`src/rtl/lsu_req_if.sv`:
```
// Data-RAM bus between the load/store request issuer (master) and the data memory (slave).
// SRAM-style split handshake: address phase ends on data_addr_ok, data phase on data_data_ok.
interface lsu_req_if;
  logic        data_req;
  logic        data_wr;
  logic [1:0]  data_size;
  logic [31:0] data_addr;
  logic [3:0]  data_wstrb;
  logic [31:0] data_wdata;
  logic        data_addr_ok;
  logic        data_data_ok;
  logic [31:0] data_rdata;

  modport master (
    output data_req, data_wr, data_size, data_addr, data_wstrb, data_wdata,
    input  data_addr_ok, data_data_ok, data_rdata
  );

  modport slave (
    input  data_req, data_wr, data_size, data_addr, data_wstrb, data_wdata,
    output data_addr_ok, data_data_ok, data_rdata
  );
endinterface

```
`src/rtl/lsu_req.sv`:
```
// Data-side request issuer: forms the data-RAM request from EX, runs the addr/data handshake,
// stalls the front pipe meanwhile and hands the raw read word plus lane select to MEM2.
// Optional macro LSU_MISALIGN_CHECK_EN: reject misaligned half/word accesses and flag them.
//
// Handshake: data_req is held with stable fields from REQ until data_addr_ok; the transaction
// then completes on the first data_data_ok seen in WAIT. data_data_ok outside WAIT is ignored.
// resp_valid is a one-cycle strobe issued only when downstream_stall is low.
module lsu_req (
  input  logic             clk,
  input  logic             rst,
  input  logic             ex_valid,
  input  logic [5:0]       lsu_op,
  input  logic [31:0]      ex_addr,
  input  logic [31:0]      ex_wdata,
  input  logic             downstream_stall,
  lsu_req_if.master        bus,
  output logic [3:0]       data_ram_sel,
  output logic [31:0]      rdata,
  output logic             resp_valid,
  output logic             stallreq,
  output logic             misalign,
  output logic [1:0]       o_dbg_state
);

  typedef enum logic [1:0] {
    S_IDLE = 2'd0,
    S_REQ  = 2'd1,
    S_WAIT = 2'd2,
    S_HOLD = 2'd3
  } state_t;

  state_t      r_state;
  state_t      w_state_nx;

  logic        r_wr;
  logic [1:0]  r_size;
  logic [31:0] r_addr;
  logic [3:0]  r_wstrb;
  logic [31:0] r_wdata;
  logic [3:0]  r_sel;
  logic [31:0] r_buf;

  logic        w_en;
  logic        w_we;
  logic [2:0]  w_size_sel;
  logic        w_unused_sign;
  logic [1:0]  w_size;
  logic [31:0] w_addr;
  logic [3:0]  w_sel;
  logic [31:0] w_wdata;
  logic        w_req_seen;
  logic        w_accept;
  logic        w_done;

  // lsu_op = {en, we, size_sel[2:0], unsigned}; sign handling belongs to MEM2.
  assign w_en          = lsu_op[5];
  assign w_we          = lsu_op[4];
  assign w_size_sel    = lsu_op[3:1];
  assign w_unused_sign = lsu_op[0];

  always_comb begin
    w_size = 2'd0;
    if (w_size_sel[2])      w_size = 2'd2;
    else if (w_size_sel[1]) w_size = 2'd1;
  end

  assign w_req_seen = !rst && (r_state == S_IDLE) && ex_valid && w_en;

`ifdef LSU_MISALIGN_CHECK_EN
  logic w_misaligned;
  assign w_misaligned = ((w_size == 2'd1) && ex_addr[0]) ||
                        ((w_size == 2'd2) && (ex_addr[1:0] != 2'b00));
  assign w_addr   = ex_addr;
  assign w_accept = w_req_seen && !w_misaligned;
  assign misalign = w_req_seen && w_misaligned;
`else
  // Without checking, the address is forced onto its natural boundary.
  always_comb begin
    w_addr = ex_addr;
    if (w_size == 2'd1)      w_addr[0]   = 1'b0;
    else if (w_size == 2'd2) w_addr[1:0] = 2'b00;
  end
  assign w_accept = w_req_seen;
  assign misalign = 1'b0;
`endif

  always_comb begin
    w_sel   = 4'b1111;
    w_wdata = ex_wdata;
    case (w_size)
      2'd0: begin
        w_sel   = 4'b0001 << w_addr[1:0];
        w_wdata = {4{ex_wdata[7:0]}};
      end
      2'd1: begin
        w_sel   = w_addr[1] ? 4'b1100 : 4'b0011;
        w_wdata = {2{ex_wdata[15:0]}};
      end
      default: begin
        w_sel   = 4'b1111;
        w_wdata = ex_wdata;
      end
    endcase
  end

  always_comb begin
    w_state_nx = r_state;
    case (r_state)
      S_IDLE: if (w_accept)          w_state_nx = S_REQ;
      S_REQ:  if (bus.data_addr_ok)  w_state_nx = S_WAIT;
      S_WAIT: if (bus.data_data_ok)  w_state_nx = downstream_stall ? S_HOLD : S_IDLE;
      S_HOLD: if (!downstream_stall) w_state_nx = S_IDLE;
      default:                       w_state_nx = S_IDLE;
    endcase
  end

  always_ff @(posedge clk) begin
    if (rst) begin
      r_state <= S_IDLE;
      r_wr    <= 1'b0;
      r_size  <= 2'd0;
      r_addr  <= 32'd0;
      r_wstrb <= 4'd0;
      r_wdata <= 32'd0;
      r_sel   <= 4'd0;
      r_buf   <= 32'd0;
    end else begin
      r_state <= w_state_nx;
      if (w_accept) begin
        r_wr    <= w_we;
        r_size  <= w_size;
        r_addr  <= w_addr;
        r_wstrb <= w_we ? w_sel : 4'd0;
        r_wdata <= w_wdata;
        r_sel   <= w_sel;
      end
      if ((r_state == S_WAIT) && bus.data_data_ok && downstream_stall)
        r_buf <= bus.data_rdata;
    end
  end

  assign w_done = !rst && !downstream_stall &&
                  (((r_state == S_WAIT) && bus.data_data_ok) || (r_state == S_HOLD));

  assign bus.data_req   = (r_state == S_REQ);
  assign bus.data_wr    = r_wr;
  assign bus.data_size  = r_size;
  assign bus.data_addr  = r_addr;
  assign bus.data_wstrb = r_wstrb;
  assign bus.data_wdata = r_wdata;

  assign data_ram_sel = r_sel;
  // In WAIT the bus word flows straight through; HOLD (and idle) present the buffer.
  assign rdata        = (r_state == S_WAIT) ? bus.data_rdata : r_buf;
  assign resp_valid   = w_done;
  assign stallreq     = w_accept || (!rst && ((r_state == S_REQ) || (r_state == S_WAIT)));
  assign o_dbg_state  = r_state;

endmodule

```
`src/flat_wrapper.sv`:
```
// flat-port wrapper written by rule: the top's interface ports become plain ports
module lsu_req_flat 
  (clk, rst, ex_valid, lsu_op, ex_addr, ex_wdata, downstream_stall, data_ram_sel, rdata, resp_valid, stallreq, misalign, o_dbg_state, bus_data_req, bus_data_wr, bus_data_size, bus_data_addr, bus_data_wstrb, bus_data_wdata, bus_data_addr_ok, bus_data_data_ok, bus_data_rdata);
  lsu_req_if bus_i ();
  input  logic clk;
  input  logic rst;
  input  logic ex_valid;
  input  logic [5:0] lsu_op;
  input  logic [31:0] ex_addr;
  input  logic [31:0] ex_wdata;
  input  logic downstream_stall;
  output logic [3:0] data_ram_sel;
  output logic [31:0] rdata;
  output logic resp_valid;
  output logic stallreq;
  output logic misalign;
  output logic [1:0] o_dbg_state;
  output wire logic [$bits(bus_i.data_req)-1:0] bus_data_req;
  output wire logic [$bits(bus_i.data_wr)-1:0] bus_data_wr;
  output wire logic [$bits(bus_i.data_size)-1:0] bus_data_size;
  output wire logic [$bits(bus_i.data_addr)-1:0] bus_data_addr;
  output wire logic [$bits(bus_i.data_wstrb)-1:0] bus_data_wstrb;
  output wire logic [$bits(bus_i.data_wdata)-1:0] bus_data_wdata;
  input wire logic [$bits(bus_i.data_addr_ok)-1:0] bus_data_addr_ok;
  input wire logic [$bits(bus_i.data_data_ok)-1:0] bus_data_data_ok;
  input wire logic [$bits(bus_i.data_rdata)-1:0] bus_data_rdata;
  assign bus_data_req = bus_i.data_req;
  assign bus_data_wr = bus_i.data_wr;
  assign bus_data_size = bus_i.data_size;
  assign bus_data_addr = bus_i.data_addr;
  assign bus_data_wstrb = bus_i.data_wstrb;
  assign bus_data_wdata = bus_i.data_wdata;
  assign bus_i.data_addr_ok = bus_data_addr_ok;
  assign bus_i.data_data_ok = bus_data_data_ok;
  assign bus_i.data_rdata = bus_data_rdata;
  lsu_req u_core (.clk(clk), .rst(rst), .ex_valid(ex_valid), .lsu_op(lsu_op), .ex_addr(ex_addr), .ex_wdata(ex_wdata), .downstream_stall(downstream_stall), .bus(bus_i), .data_ram_sel(data_ram_sel), .rdata(rdata), .resp_valid(resp_valid), .stallreq(stallreq), .misalign(misalign), .o_dbg_state(o_dbg_state));
endmodule
```
`config.mk`:
```
export PLATFORM = sky130hd
export DESIGN_NAME = lsu_req_flat
export DESIGN_NICKNAME = d
export VERILOG_FILES = /design/src/rtl/lsu_req_if.sv /design/src/rtl/lsu_req.sv /design/src/flat_wrapper.sv
export SDC_FILE = /design/constraint.sdc
export NUM_CORES = 1
export LEC_CHECK = 0
export ABC_AREA = 1
export BUFFER_PORTS_ARGS = -buffer_cell sky130_fd_sc_hd__buf_2
export CAP_MARGIN = 20
export CORE_MARGIN = 4
export CORE_UTILIZATION = 52
export CTS_BUF_LIST = sky130_fd_sc_hd__clkbuf_2
export DETAILED_ROUTE_END_ITERATION = 10
export PLACE_DENSITY = 0.95
export SLEW_MARGIN = 15
export SYNTH_ARGS = -nofsm -noshare
export SYNTH_HDL_FRONTEND = slang
export SYNTH_SLANG_ARGS = --single-unit
```
`constraint.sdc`:
```
create_clock -name clk -period 3.45 [get_ports clk]
set_clock_uncertainty 0.1 [all_clocks]
set_input_delay 0.345 -clock clk [delete_from_list [all_inputs] [get_ports clk]]
set_output_delay 0.345 -clock clk [all_outputs]
set_load 0.01 [all_outputs]
```
=== Word-level counts from Yosys, hierarchy flattened ===
Cells that the tools add are included.

* Bits in registers: 109
* Bits in latches: 0
* Bits in writable memories: 0
* Memory bits (read-only): 0
* Output and inout bits: 113
* Memories kept: 0

* $add $sub $neg: 0
* $mul: 0
* Divide/modulo/power cells: 0
* $lt $le $gt $ge: 0
* Equal/unequal tests: 9
* Shift-type cells: 1
* Multiplexer cells: 16
* Bitwise gates (word level): 0
* Reduce and logical (&&, ||, !) cells: 16

{| class="wikitable"
|+ Operators with widths
! operator !! count
|-
| $pmux W32 S2 || 1
|-
| $mux W32 || 1
|-
| $mux W2 || 7
|-
| $logic_and A1 B1 Y1 || 8
|-
| $mux W4 || 2
|-
| $pmux W2 S4 || 1
|-
| $pmux W4 S2 || 1
|-
| $eq A2 B2 Y1 const B || 3
|-
| $eq A2 B1 Y1 const B || 2
|-
| $logic_not A2 Y1 || 2
|-
| $ne A2 B1 Y1 const B || 2
|-
| $ne A2 B2 Y1 const B || 2
|-
| $reduce_and A4 Y1 || 1
|-
| $shl A1 B2 Y4 const A || 1
|-
| $logic_or A1 B1 Y1 || 3
|-
| $mux W1 || 3
|-
| $logic_not A1 Y1 || 2
|}

=== Logic depth before layout (Yosys ltp) ===
* Depth in word-level cells: 8
* Mapped depth: 9
* Gate-level depth less buffers: 9

=== Least setup slack after synthesis ===
No wires, ideal clock.

* Path type: register to output
* From: reg u_core.r_state[0] (netlist: u_core.o_dbg_state[0])
* To: out rdata[23]
* Data arrival time: 1.412 ns
* Data required time: 3.005 ns
* Path slack: 1.593 ns
* Cell stages (with the launch flop): 6
* Path buffers: 2
* Cells stage by stage: dfxtp_1 inv_1 ha_1 buf_2 clkbuf_1 o21ai_0

* Cells in the longest elaborated chain, start to end: 2

{| class="wikitable"
|+ RTL lines
! element !! line !! RTL
|-
| from (decl) || lsu_req.sv:32 || <nowiki>state_t r_state;</nowiki>
|-
| from (signal assigned) || lsu_req.sv:128 || <nowiki>r_state <= w_state_nx;</nowiki>
|-
| $eq A2 B2 Y1 || lsu_req.sv:154 || <nowiki>assign rdata = (r_state == S_WAIT) ? bus.data_rdata : r_buf;</nowiki>
|-
| $mux W32 || lsu_req.sv:154 ||
|-
| to (decl) || flat_wrapper.sv:13 || <nowiki>output logic [31:0] rdata;</nowiki>
|}

Every way passes these cells.

=== Worst setup path in the final report ===
* From: reg u_core.r_state[1] (netlist: u_core.o_dbg_state[1])
* To: out stallreq

* Cells in the longest elaborated chain, start to end: 5
* Elaborated cells between the ends (all ways): 9
* Classes of those cells: eq/ne: 2; reduce/logical: 7

{| class="wikitable"
|+ RTL lines
! element !! line !! RTL
|-
| $logic_not A2 Y1 || lsu_req.sv:67 || <nowiki>assign w_req_seen = !rst && (r_state == S_IDLE) && ex_valid && w_en;</nowiki>
|-
| $logic_and A1 B1 Y1 (3 in a row) || lsu_req.sv:67 ||
|-
| $logic_or A1 B1 Y1 (*) || lsu_req.sv:156 || <nowiki>assign stallreq = w_accept || (!rst && ((r_state == S_REQ) || (r_state == S_WAIT)));</nowiki>
|-
| to (decl) || flat_wrapper.sv:15 || <nowiki>output logic stallreq;</nowiki>
|}

Mark *: on every way between the ends. The rest lies on a longest branch, timed or not.

==> results.cfg <==
[outcome]
status = finished clean

[global_routing]
grt_pass1_vias = 5345
grt_max_degree = 81
grt_overflow = 0
grt_usage = 0.306
grt_pass1_wl_mm = 25.6
antenna_found_initial = 0

[drt]
met3_length_mm = 2.05
routed.top_layer = met4
wl_met2_mm = 8.10
met1_length_mm = 5.94
totalWireLength_mm = 17.1
dr.pass1.iters = 5
vias_per_cell = 5.45
drtAntennaViolNets = 0
detail_route.wl_per_cell_um = 16.5
drtIter0Drc = 429
vias = 5638
drc = 0

[critical_path]
worstPathCellList = inv_1, ha_1, nand2_4, nor2_8, inv_2, nand2_1, buf_2
endpoint_kind = output port
start_kind = register
crit_fanout = 45
slowest_stage = inv_2
crit_required_ns = 3.00
critical-path-max-stage-delay_ns = 0.44
crit_buf_inv = 3
critPathArrivalTime_ns = 2.52
path_delay_family = buffers and inverters
crit_type = register to output port

[clock_tree]
numCtsBuffers = 9
clock_latency_ns = 0.50
cts_resized = 0
tritoncts = yes
cts_sinks = 109
cts-htree-levels = 3
path_clk_slew_ns = 0.28
cts-root-buf = clkbuf_2
clockBufferDepth = 2

[sta]
tightestPinTransition_ns = 0.755
clock.fmax_mhz = 337
setup_ws_ns = 0.481
relSlewSlack = 0.497
slew_violations = 0
final.setup.tns_ns = 0
min_period_over_period = 0.861
setup_viol = 0
final_hold_viol_count = 0
period_minus_slack_ns = 2.97
rsz0062_at_grt = false

[synth]
ys_seq_elements = 109
syn_nets = 770
synthCells = 657
synthTopCellsByCount = nand2_1 (222), dfxtp_1 (109), o21ai_0 (99)
yosys.cell_count.top_type = nand2_1
syn_area_per_cell_um2 = 7.09
yosysWarnings = 0
netlist_top_cells_area = dfxtp_1 (47%), nand2_1 (18%), o21ai_0 (11%), a21oi_1 (7.1%), inv_1 (3.9%)
synthArstFlopShare = 0
yosysSeqAreaShare = 0.468
synth-edff-count = 0
synth_top_cell_area_share = 0.468
synth_area_leader_cell = dfxtp_1
netlist_area_um2 = 4660
ys_types = 22
synthFlopType = dfxtp_1

[final_layout]
drive_above_1_share = 0.273
multi_input_area_um2 = 2060
area_delta_synth_final_pct = 41.5
seq_area_um2 = 2180
final_design_area_no_fill_um2 = 6590
diodes = 0
utilization = 0.756
nNetsFinal = 1036
fillers = 560

[job]
max_cap_violations = 0

[power]
ir_worst_vdd_uv = 265
p_per_area_nw_per_um2 = 446
p_leak_nw = 3.16

[floorplanning]
pin_count = 221
initial_core_util = 0.534
dieHeight_um = 103
rows = 34
core_area_um2 = 8720
fp.dieArea_um2 = 10500
die_w_um = 103

[placement]
port_buffers = 217
dpl.hpwl_mm = 9.20
place_congestion = 0.871
placed_area_um2 = 5700
pre_cts_ws_ns = 1.03

[min_path]
hp-class = input pin to register
[layer usage]
layer  global-route usage  vias to the layer above
met5                    0                        -
met4                0.169                        0
met3               0.0880                       98
met2                0.516                      425
met1                0.349                     2492
li1                     -                     2623
[flip-flops by register name (all words and copies together), names as in the netlist]
| signal | cells |
|---|---|
| u_core.bus.data_wstrb | 4 |
| u_core.r_buf | 32 |
| u_core.bus.data_size | 2 |
| u_core.bus.data_wr | 1 |
| u_core.bus.data_wdata | 32 |
| u_core.bus.data_addr | 32 |
| u_core.data_ram_sel | 4 |
| u_core.o_dbg_state | 2 |
[final timing paths]
kind | startpoint | endpoint | slack [ns] | cells after the start
min | bus_data_rdata[6] | u_core.r_buf[6] | 0.04 | 3
max | u_core.o_dbg_state[1] | stallreq | 0.48 | 7
max reg2reg | u_core.o_dbg_state[1] | u_core.bus.data_wdata[16] | 0.96 | 7
min reg2reg | u_core.r_buf[20] | u_core.r_buf[20] | 0.37 | 2
[logic make-up (layout without fill, tap and decap cells)]
family / after synthesis / in the layout / synth area share
simple gates: 272 / 272 / 0.236
compound gates: 173 / 173 / 0.190
flops: 109 / 109 / 0.468
buf+inv: 97 / 367 / 0.0913
fa+ha+maj: 5 / 5 / 0.0134
other cells: 1 / 1 / 0.000805
[layout by cell type (no fill, tap or decap), types with 4 or more instances in the layout]
cell type      synthesis  layout
nand2_1              222     222
buf_2                 12     217
dfxtp_1              109     109
o21ai_0               99      99
dlygate4sd3_1          0      77
a21oi_1               66      66
inv_1                 49      49
nand3_1               23      22
nor2_1                15      15
clkbuf_2               0      11
or2_2                  8       8
o211ai_1               8       8
ha_1                   5       4
buf_4                  5       4
[through the flow]
step | instances | total power [mW] | hold WS, ns
6_report | 1035 | 2.94 | 0.0385
5_1_grt | 1035 | 3.10 | 0.00747
4_1_cts | 1033 | 2.89 | 0.000209
3_5_place_dp | 942 | 2.27 | 0.342
3_3_place_gp | 942 | 2.25 | 0.335
2_1_floorplan | 657 | 1.96 | 0.324
[cell type report]
class,instances,share of cell area
Clock inverter,4,0.00759
Clock buffer,11,0.00835
Tap cell,108,0.0205
Inverter,53,0.0309
Sequential cell,109,0.331
Timing Repair Buffer,299,0.289
Multi-Input combinational cell,451,0.312
[worst register-to-register path, stage by stage (launching register included)]
cell and delay (ns):
dfxtp_1 0.42, inv_1 0.16, ha_1 0.24, nand2_4 0.08
nor2_8 0.38, buf_4 0.58, o211ai_1 0.26, a21oi_1 0.22
[where the power goes]
group,total (mW),internal (mW),switching [mW],leakage (nW)
logic,0.917,0.361,0.556,2.21
registers,1.46,1.39,0.0708,0.886
clock network,0.567,0.169,0.399,0.0657
total,2.94,1.91,1.03,3.16
[what timing repair did]
action,in CTS,in global routing
endpoints found under the hold margin,80,1
buffers inserted,0,0
hold buffers,76,1
(Power assumes the default switching activity.)
